===== src/rtl/frontier_reader_if.sv =====
// Pop-port and output-stream signals of the frontier reader.
// master = the reader; slave = the frontier plus the downstream stage.
interface frontier_reader_if #(
  parameter int W_D = 32
);
  logic           read_req_valid;
  logic           read_req_ready;
  logic           read_data_valid;
  logic [W_D-1:0] read_node_addr;
  logic [W_D-1:0] read_cost;
  logic           read_empty;
  logic           out_valid;
  logic           out_ready;
  logic [W_D-1:0] out_node_addr;
  logic [W_D-1:0] out_cost;

  modport master (
    output read_req_valid,
    input  read_req_ready, read_data_valid, read_node_addr, read_cost, read_empty,
    output out_valid, out_node_addr, out_cost,
    input  out_ready
  );

  modport slave (
    input  read_req_valid,
    output read_req_ready, read_data_valid, read_node_addr, read_cost, read_empty,
    input  out_valid, out_node_addr, out_cost,
    output out_ready
  );
endinterface


===== src/rtl/frontier_reader.sv =====
// Pop-side initiator for the Dijkstra frontier queue: one pop at a time,
// a 2-entry output FIFO, and empty-with-no-pushes-in-flight termination.
//   state | meaning
//   IDLE  | waiting for start after reset
//   ISSUE | requesting a pop, or counting qualified-empty cycles
//   WAIT  | one pop outstanding, waiting for read_data_valid
//   DONE  | search finished, waiting for a restart
module frontier_reader #(
  parameter int W_D        = 32,
  parameter int EMPTY_WAIT = 4,
  parameter int W_CNT      = 32
) (
  input  logic             CLK,
  input  logic             RST_N,
  input  logic             start,
  input  logic             busy_in,
  frontier_reader_if.master bus,
  output logic             active,
  output logic             done,
  output logic [W_CNT-1:0] pop_count,
  output logic             protocol_err
);

  localparam int W_E = (EMPTY_WAIT > 1) ? $clog2(EMPTY_WAIT) : 1;
  localparam logic [W_E-1:0] EMPTY_LAST = W_E'(EMPTY_WAIT - 1);

  typedef enum logic [1:0] {IDLE, ISSUE, WAIT, DONE} state_t;

  state_t           state, state_next;
  logic [2*W_D-1:0] buf_mem [2];
  logic             buf_head, buf_tail;
  logic [1:0]       buf_count;
  logic [W_E-1:0]   empty_cnt;
  logic             orphan;
  logic             qual_empty, last_empty, issue_fire, start_ok;
  logic             buf_wr, buf_rd;

  assign bus.out_valid = (buf_count != 2'd0);
  assign {bus.out_node_addr, bus.out_cost} = buf_mem[buf_head];
  assign buf_rd = bus.out_valid && bus.out_ready;

  always_comb begin
    state_next         = state;
    bus.read_req_valid = 1'b0;
    active             = 1'b0;
    done               = 1'b0;
    qual_empty         = 1'b0;
    last_empty         = 1'b0;
    issue_fire         = 1'b0;
    start_ok           = 1'b0;
    buf_wr             = 1'b0;
    case (state)
      IDLE: begin
        if (start) begin
          start_ok   = 1'b1;
          state_next = ISSUE;
        end
      end
      ISSUE: begin
        active             = 1'b1;
        bus.read_req_valid = !bus.read_empty && (buf_count < 2'd2);
        qual_empty         = bus.read_empty && !busy_in && (buf_count == 2'd0);
        last_empty         = qual_empty && (empty_cnt == EMPTY_LAST);
        issue_fire         = bus.read_req_valid && bus.read_req_ready;
        if (issue_fire) state_next = WAIT;
        else if (last_empty) state_next = DONE;
      end
      WAIT: begin
        active = 1'b1;
        if (bus.read_data_valid) begin
          buf_wr     = 1'b1;
          state_next = ISSUE;
        end
      end
      DONE: begin
        done = 1'b1;
        if (start) begin
          start_ok   = 1'b1;
          state_next = ISSUE;
        end
      end
      default: state_next = IDLE;
    endcase
  end

  always_ff @(posedge CLK) begin
    if (!RST_N) state <= IDLE;
    else        state <= state_next;
  end

  always_ff @(posedge CLK) begin
    if (!RST_N) begin
      buf_mem[0]   <= '0;
      buf_mem[1]   <= '0;
      buf_head     <= 1'b0;
      buf_tail     <= 1'b0;
      buf_count    <= 2'd0;
      empty_cnt    <= '0;
      pop_count    <= '0;
      protocol_err <= 1'b0;
      // Remember an abandoned pop so its late response is not flagged as stray.
      orphan       <= (state == WAIT);
    end else begin
      if (buf_wr) begin
        buf_mem[buf_tail] <= {bus.read_node_addr, bus.read_cost};
        buf_tail          <= ~buf_tail;
      end
      if (buf_rd) buf_head <= ~buf_head;
      if (buf_wr && !buf_rd)      buf_count <= buf_count + 2'd1;
      else if (!buf_wr && buf_rd) buf_count <= buf_count - 2'd1;

      if (start_ok)    pop_count <= '0;
      else if (buf_wr) pop_count <= pop_count + 1'b1;

      if (qual_empty && !last_empty) empty_cnt <= empty_cnt + 1'b1;
      else                           empty_cnt <= '0;

      if (bus.read_data_valid && (state != WAIT)) begin
        if (!orphan) protocol_err <= 1'b1;
        orphan <= 1'b0;
      end else if (issue_fire) begin
        orphan <= 1'b0;
      end
    end
  end

endmodule

===== src/flat_wrapper.sv =====
// flat-port wrapper written by rule: the top's interface ports become plain ports
module frontier_reader_flat 
#(
  parameter int W_D        = 32,
  parameter int EMPTY_WAIT = 4,
  parameter int W_CNT      = 32
)
  (CLK, RST_N, start, busy_in, active, done, pop_count, protocol_err, bus_read_req_valid, bus_read_req_ready, bus_read_data_valid, bus_read_node_addr, bus_read_cost, bus_read_empty, bus_out_valid, bus_out_node_addr, bus_out_cost, bus_out_ready);
  frontier_reader_if #(.W_D(W_D)) bus_i ();
  input  logic CLK;
  input  logic RST_N;
  input  logic start;
  input  logic busy_in;
  output logic active;
  output logic done;
  output logic [W_CNT-1:0] pop_count;
  output logic protocol_err;
  output wire logic [$bits(bus_i.read_req_valid)-1:0] bus_read_req_valid;
  input wire logic [$bits(bus_i.read_req_ready)-1:0] bus_read_req_ready;
  input wire logic [$bits(bus_i.read_data_valid)-1:0] bus_read_data_valid;
  input wire logic [$bits(bus_i.read_node_addr)-1:0] bus_read_node_addr;
  input wire logic [$bits(bus_i.read_cost)-1:0] bus_read_cost;
  input wire logic [$bits(bus_i.read_empty)-1:0] bus_read_empty;
  output wire logic [$bits(bus_i.out_valid)-1:0] bus_out_valid;
  output wire logic [$bits(bus_i.out_node_addr)-1:0] bus_out_node_addr;
  output wire logic [$bits(bus_i.out_cost)-1:0] bus_out_cost;
  input wire logic [$bits(bus_i.out_ready)-1:0] bus_out_ready;
  assign bus_read_req_valid = bus_i.read_req_valid;
  assign bus_i.read_req_ready = bus_read_req_ready;
  assign bus_i.read_data_valid = bus_read_data_valid;
  assign bus_i.read_node_addr = bus_read_node_addr;
  assign bus_i.read_cost = bus_read_cost;
  assign bus_i.read_empty = bus_read_empty;
  assign bus_out_valid = bus_i.out_valid;
  assign bus_out_node_addr = bus_i.out_node_addr;
  assign bus_out_cost = bus_i.out_cost;
  assign bus_i.out_ready = bus_out_ready;
  frontier_reader #(.W_D(W_D), .EMPTY_WAIT(EMPTY_WAIT), .W_CNT(W_CNT)) u_core (.CLK(CLK), .RST_N(RST_N), .start(start), .busy_in(busy_in), .bus(bus_i), .active(active), .done(done), .pop_count(pop_count), .protocol_err(protocol_err));
endmodule

===== config.mk =====
export PLATFORM = sky130hd
export DESIGN_NAME = frontier_reader_flat
export DESIGN_NICKNAME = d
export VERILOG_FILES = /design/src/rtl/frontier_reader_if.sv /design/src/rtl/frontier_reader.sv /design/src/flat_wrapper.sv
export SDC_FILE = /design/constraint.sdc
export NUM_CORES = 1
export LEC_CHECK = 0
export ABC_AREA = 1
export CELL_PAD_IN_SITES_DETAIL_PLACEMENT = 0
export CELL_PAD_IN_SITES_GLOBAL_PLACEMENT = 1
export CORE_MARGIN = 1.5
export CORE_UTILIZATION = 42
export DETAILED_ROUTE_END_ITERATION = 8
export PLACE_DENSITY = 0.95
export SKIP_LAST_GASP = 1
export SYNTH_ARGS = -nofsm -noshare
export SYNTH_HDL_FRONTEND = slang
export SYNTH_SLANG_ARGS = --single-unit

===== constraint.sdc =====
create_clock -name CLK -period 8.17 [get_ports CLK]
set_clock_uncertainty 0.2 [all_clocks]
set_input_delay 1.2255 -clock CLK [delete_from_list [all_inputs] [get_ports CLK]]
set_output_delay 1.2255 -clock CLK [all_outputs]
set_load 0.05 [all_outputs]

[Word-level counts from Yosys, hierarchy flattened]
Memories as Yosys holds them, arrays and structs flattened. A register that Yosys moved wholly into a read port is not among the register bits.
Index checks and enable logic that the tools add are counted.
Word-level totals
  flip-flop bits (word level): 42
  input bits: 72
  memories kept: 1
  output and inout bits: 101
  bits in writable memories: 128
Cells by class
  reductions and logical operators: 26
  eq/ne operators: 9
  add/subtract/negate cells: 4
  $lt $le $gt $ge: 1
  bitwise operators: 4
  mux-type cells: 29
Memories
  u_core.buf_mem: words 2, bits a word 64, read ports 1, clocked after memory_dff 1, wr ports 2, line frontier_reader.sv:30  | logic [2*W_D-1:0] buf_mem [2];
Operator list (count)
  $mux 64: 1
  $reduce_or 64->1: 1
  $add 32x1->32 const B: 1
  $mux 1: 21
  $mux 2: 6
  $logic_and 1x1->1: 10
  $eq 2x2->1 const B: 3
  $ne 3x1->1 const B: 2
  $pmux 2 s3: 1
  $reduce_or 2->1: 3
  $logic_not 1->1: 5
  $add 2x1->2 const B: 2
  $logic_not 2->1: 2
  $ne 2x2->1 const B: 2
  $not 1->1: 4
  $reduce_and 2->1: 2
  $reduce_bool 2->1: 2
  $reduce_and 3->1: 1
  $eq 2x1->1 const B: 1
  $lt 2x2->1 const B: 1
  $ne 2x1->1 const B: 1
  $sub 2x1->2 const B: 1

[Logic depth before layout (Yosys ltp)]
  depth after elaboration: 8
  gate-level depth with buffers: 11
  mapped depth without buffers: 10

[Worst setup path after synthesis]
No wires, ideal clock.
  path kind: input -> register
  start: input port bus_read_data_valid
  end: memory u_core.buf_mem[0][0] (netlist bit) (enable)
  path buffers: 3
  library setup time: 0.424 ns
  data arrival time: 3.315 ns
  required time: 7.546 ns
  setup slack: 4.232 ns
  stages on the path: 7
  path through: nand2_2 > buf_6 > nor2_1 > nand2_1 > buf_2 > buf_2 > nand2_1
RTL lines
  from (decl): line flat_wrapper.sv:20  | input wire logic [$bits(bus_i.read_data_valid)-1:0] bus_read_data_valid;
  to (decl): line frontier_reader.sv:30

[Worst setup path in the final report]
  start: input port bus_read_empty
  end: output port bus_read_req_valid
Between the ends
  longest elaborated chain between the ends: 3
Ends and longest elaborated chain
  from (decl): line flat_wrapper.sv:23  | input wire logic [$bits(bus_i.read_empty)-1:0] bus_read_empty;
  $logic_not 1->1: line frontier_reader.sv:61  | bus.read_req_valid = !bus.read_empty && (buf_count < 2'd2);
  $logic_and 1x1->1: line frontier_reader.sv:61
  $mux 1: line frontier_reader.sv:52  | case (state)
  to (decl): line flat_wrapper.sv:18  | output wire logic [$bits(bus_i.read_req_valid)-1:0] bus_read_req_valid;
Every way passes these cells.

==> results.py <==
metrics = {
    "run_status": {
        "status": "finished, violations left",
        "violations": "design-rule violations",
    },
    "timing": {
        "slew_violations": 0,
        "post-route-min-period_ns": 4.060,
        "setup_viol": 0,
        "tightest_slew_ns": 0.9018,
        "period_share_pct": 49.70,
        "max_clock_freq_mhz": 246.3,
        "hold_viol_final": 0,
        "rsz0062_at_grt": "no",
        "maxSlewHeadroom_pct": 39.88,
        "tns_ns": 0,
    },
    "clocking": {
        "cts-root-buf": "clkbuf_16",
        "cts_max_level": 4,
        "cts_tree": "built",
        "clockBufferDepth": 2,
        "cts_num_sinks": 171,
        "postCtsHoldBufs": 0,
        "cts_resized": 0,
        "clk_pin_slew_ns": 0.07,
        "cts_buffers": 17,
        "post_cts_buffers": 0,
        "insertion_delay_ns": 0.42,
    },
    "floorplan": {
        "row_count": 49,
        "die_y_um": 139.3,
        "io_pins": 173,
        "design.die.area_um2": 19410,
        "coreArea_um2": 18090,
        "start_util_pct": 43.15,
        "die_w_um": 139.3,
    },
    "pwr": {
        "power_mw": 2.438,
        "leakage_nw": 4.121,
        "cellPowerDensity_nw_per_um2": 236.8,
        "ir_drop_mv": 0.1554,
    },
    "placed_design": {
        "port_buffers": 172,
        "dpl.hpwl_mm": 11.26,
        "gp_congestion": 0.8171,
    },
    "layout": {
        "fillers": 1562,
        "area_growth_pct": 31.87,
        "drive_gt1_share_pct": 13.68,
        "nets": 1002,
        "antenna_cells": 0,
    },
    "synth": {
        "synth_top_area_cell": "edfxtp_1",
        "avgSynthCellArea_um2": 10.37,
        "synth_top_family_by_area": "simple AND/OR/NAND/NOR gates",
        "syn_nets": 832,
        "synthArstFlopShare_pct": 0,
        "synth_seq_cells": 171,
        "synth_common_cells": "196 x nor2_1, 129 x edfxtp_1, 113 x inv_1",
        "synthesis.area_um2": 7805,
        "synth-edff-count": 129,
        "synthTopCellsByArea": "edfxtp_1 50%, dfxtp_1 11%, nor2_1 9.4%, mux2_2 9.2%, inv_1 5.4%",
        "yosysSeqAreaShare_pct": 60.40,
        "synth_fa_ha_area_share_pct": 1.122,
        "ys_types": 33,
        "synth-simple-area-share_pct": 18.68,
        "muxShareOfSynthArea_pct": 9.234,
        "synth-main-ff-cell": "edfxtp_1",
        "synth_compound_area_share_pct": 2.373,
        "yosys_warnings": 0,
        "synth_top_cell_area_share_pct": 49.63,
        "netlist_instances": 753,
        "synth_most_common_cell": "nor2_1",
        "yosys.area_share.xor_xnor_pct": 0.6733,
    },
    "worst_setup_path": {
        "cp-end-kind": "output pin",
        "worstPathArrival_ns": 2.63,
        "critPathRequiredTime_ns": 6.74,
        "worst_setup_path_start_kind": "input port",
        "crit_type": "in2out",
        "cp_max_fo": 2,
    },
    "detailed_routing": {
        "drc": 17,
        "num_vias": 5594,
        "drt-initial-drc-count": 259,
        "viasPerCell": 4.802,
        "wl_mm": 17.04,
        "antenna_left": 0,
        "post_drt_wl_per_cell_um": 14.63,
        "drt_pass1_iterations": 6,
    },
    "min_path": {
        "hold_class": "reg2reg",
    },
    "global_route": {
        "grt_pass1_vias": 5615,
        "grt-ovfl-total": 0,
        "grt_antenna_before_repair": 0,
        "grt_max_degree": 66,
        "grt_first_pass_wirelength_mm": 27.33,
        "grtUsageTotal_pct": 18.01,
    },
    "run": {
        "drv_cap": 0,
    },
}
## sequential cells by signal, indices dropped and copies added (netlist names), named ones only
| signal | flops |
|---|---|
| u_core.state | 2 |
| u_core.buf_mem | 128 |
| u_core.buf_head | 1 |
| u_core.buf_count | 2 |
| u_core.pop_count | 32 |
| u_core.protocol_err | 1 |
| u_core.orphan | 1 |
| u_core.buf_tail | 1 |
| u_core.empty_cnt | 2 |
## per-stage QoR
stage               instance area [um2]  worst slack, ns  hold WS, ns  instances  utilization, %
CTS                               10290            4.108       0.2267       1165           56.91
detailed placement                 9711            3.936       0.2172       1133           53.69
global placement                   9711            3.947       0.2060       1133           53.69
global route                      10290            4.036       0.2431       1165           56.91
finish                            10290            4.110       0.2280       1165           56.91
floorplan                          7805            4.232       0.1983        753               -
## cells by family (layout without fill, tap and decap cells)
| group | count (synthesis) | in the layout |
|---|---|---|
| compound gates | 35 | 35 |
| flops | 171 | 171 |
| buf+inv | 139 | 322 |
| fa+ha+maj | 7 | 7 |
| xor+xnor | 6 | 6 |
| simple gates | 331 | 331 |
| mux | 64 | 64 |
## worst paths after layout
check                                  from                                  end  slack (ns)  cells past startpoint
min reg2reg  u_core.empty_cnt[0]$_SDFF_PN0_       u_core.empty_cnt[0]$_SDFF_PN0_        0.23                      1
max reg2reg    u_core.state[0]$_SDFFE_PN0P_  u_core.buf_mem[1][56]$_SDFFCE_PN0P_        5.06                      7
min          u_core.empty_cnt[0]$_SDFF_PN0_       u_core.empty_cnt[0]$_SDFF_PN0_        0.23                      1
max                          bus_read_empty                   bus_read_req_valid        4.11                      3
## power by group
part           internal [mW]  switching, mW
logic                  0.238          0.413
clock network          0.434          0.364
registers              0.974         0.0136
total                   1.65          0.791
## critical path: stages
cell and delay [ns]:
clkdlybuf4s50_1 0.42, nor3_1 0.17, clkdlybuf4s50_1 0.82
## cell usage in the layout, fill, tap and decap left out, drive strengths merged, types with 2 or more instances in the layout
master         netlist  final
dfxtp               42     42
o21ai               13     13
buf                 20      4
nand2               79     79
nand4               11     11
ha                   7      7
xnor2                2      2
clkinvlp             0      3
edfxtp             129    129
a21oi               19     19
xor2                 4      4
mux2                64     64
clkbuf               5     18
nor3                 5      5
nor2               206    206
inv                114    123
nand3               27     27
clkdlybuf4s50        0    172
## cell type report
cell class              count  area (um2)  area share (%)
clock buffers              18       429.2           4.170
clock inverters            14       152.6           1.483
inverters                 114       430.4           4.182
multi-input cells         443        2526           24.54
flip-flops and latches    171        4716           45.82
well taps                 229       286.5           2.784
repair buffers            176        1752           17.02
## per-layer routing
layer	vias to the layer above	share of wire (%)	track usage (%)
met5	-	0	0
met4	0	1.7	6.327
met3	21	6.8	4.680
met2	171	48	30.43
met1	2621	43	22.39
li1	2781	-	-
Note: power is estimated with default switching activity, not from simulation.
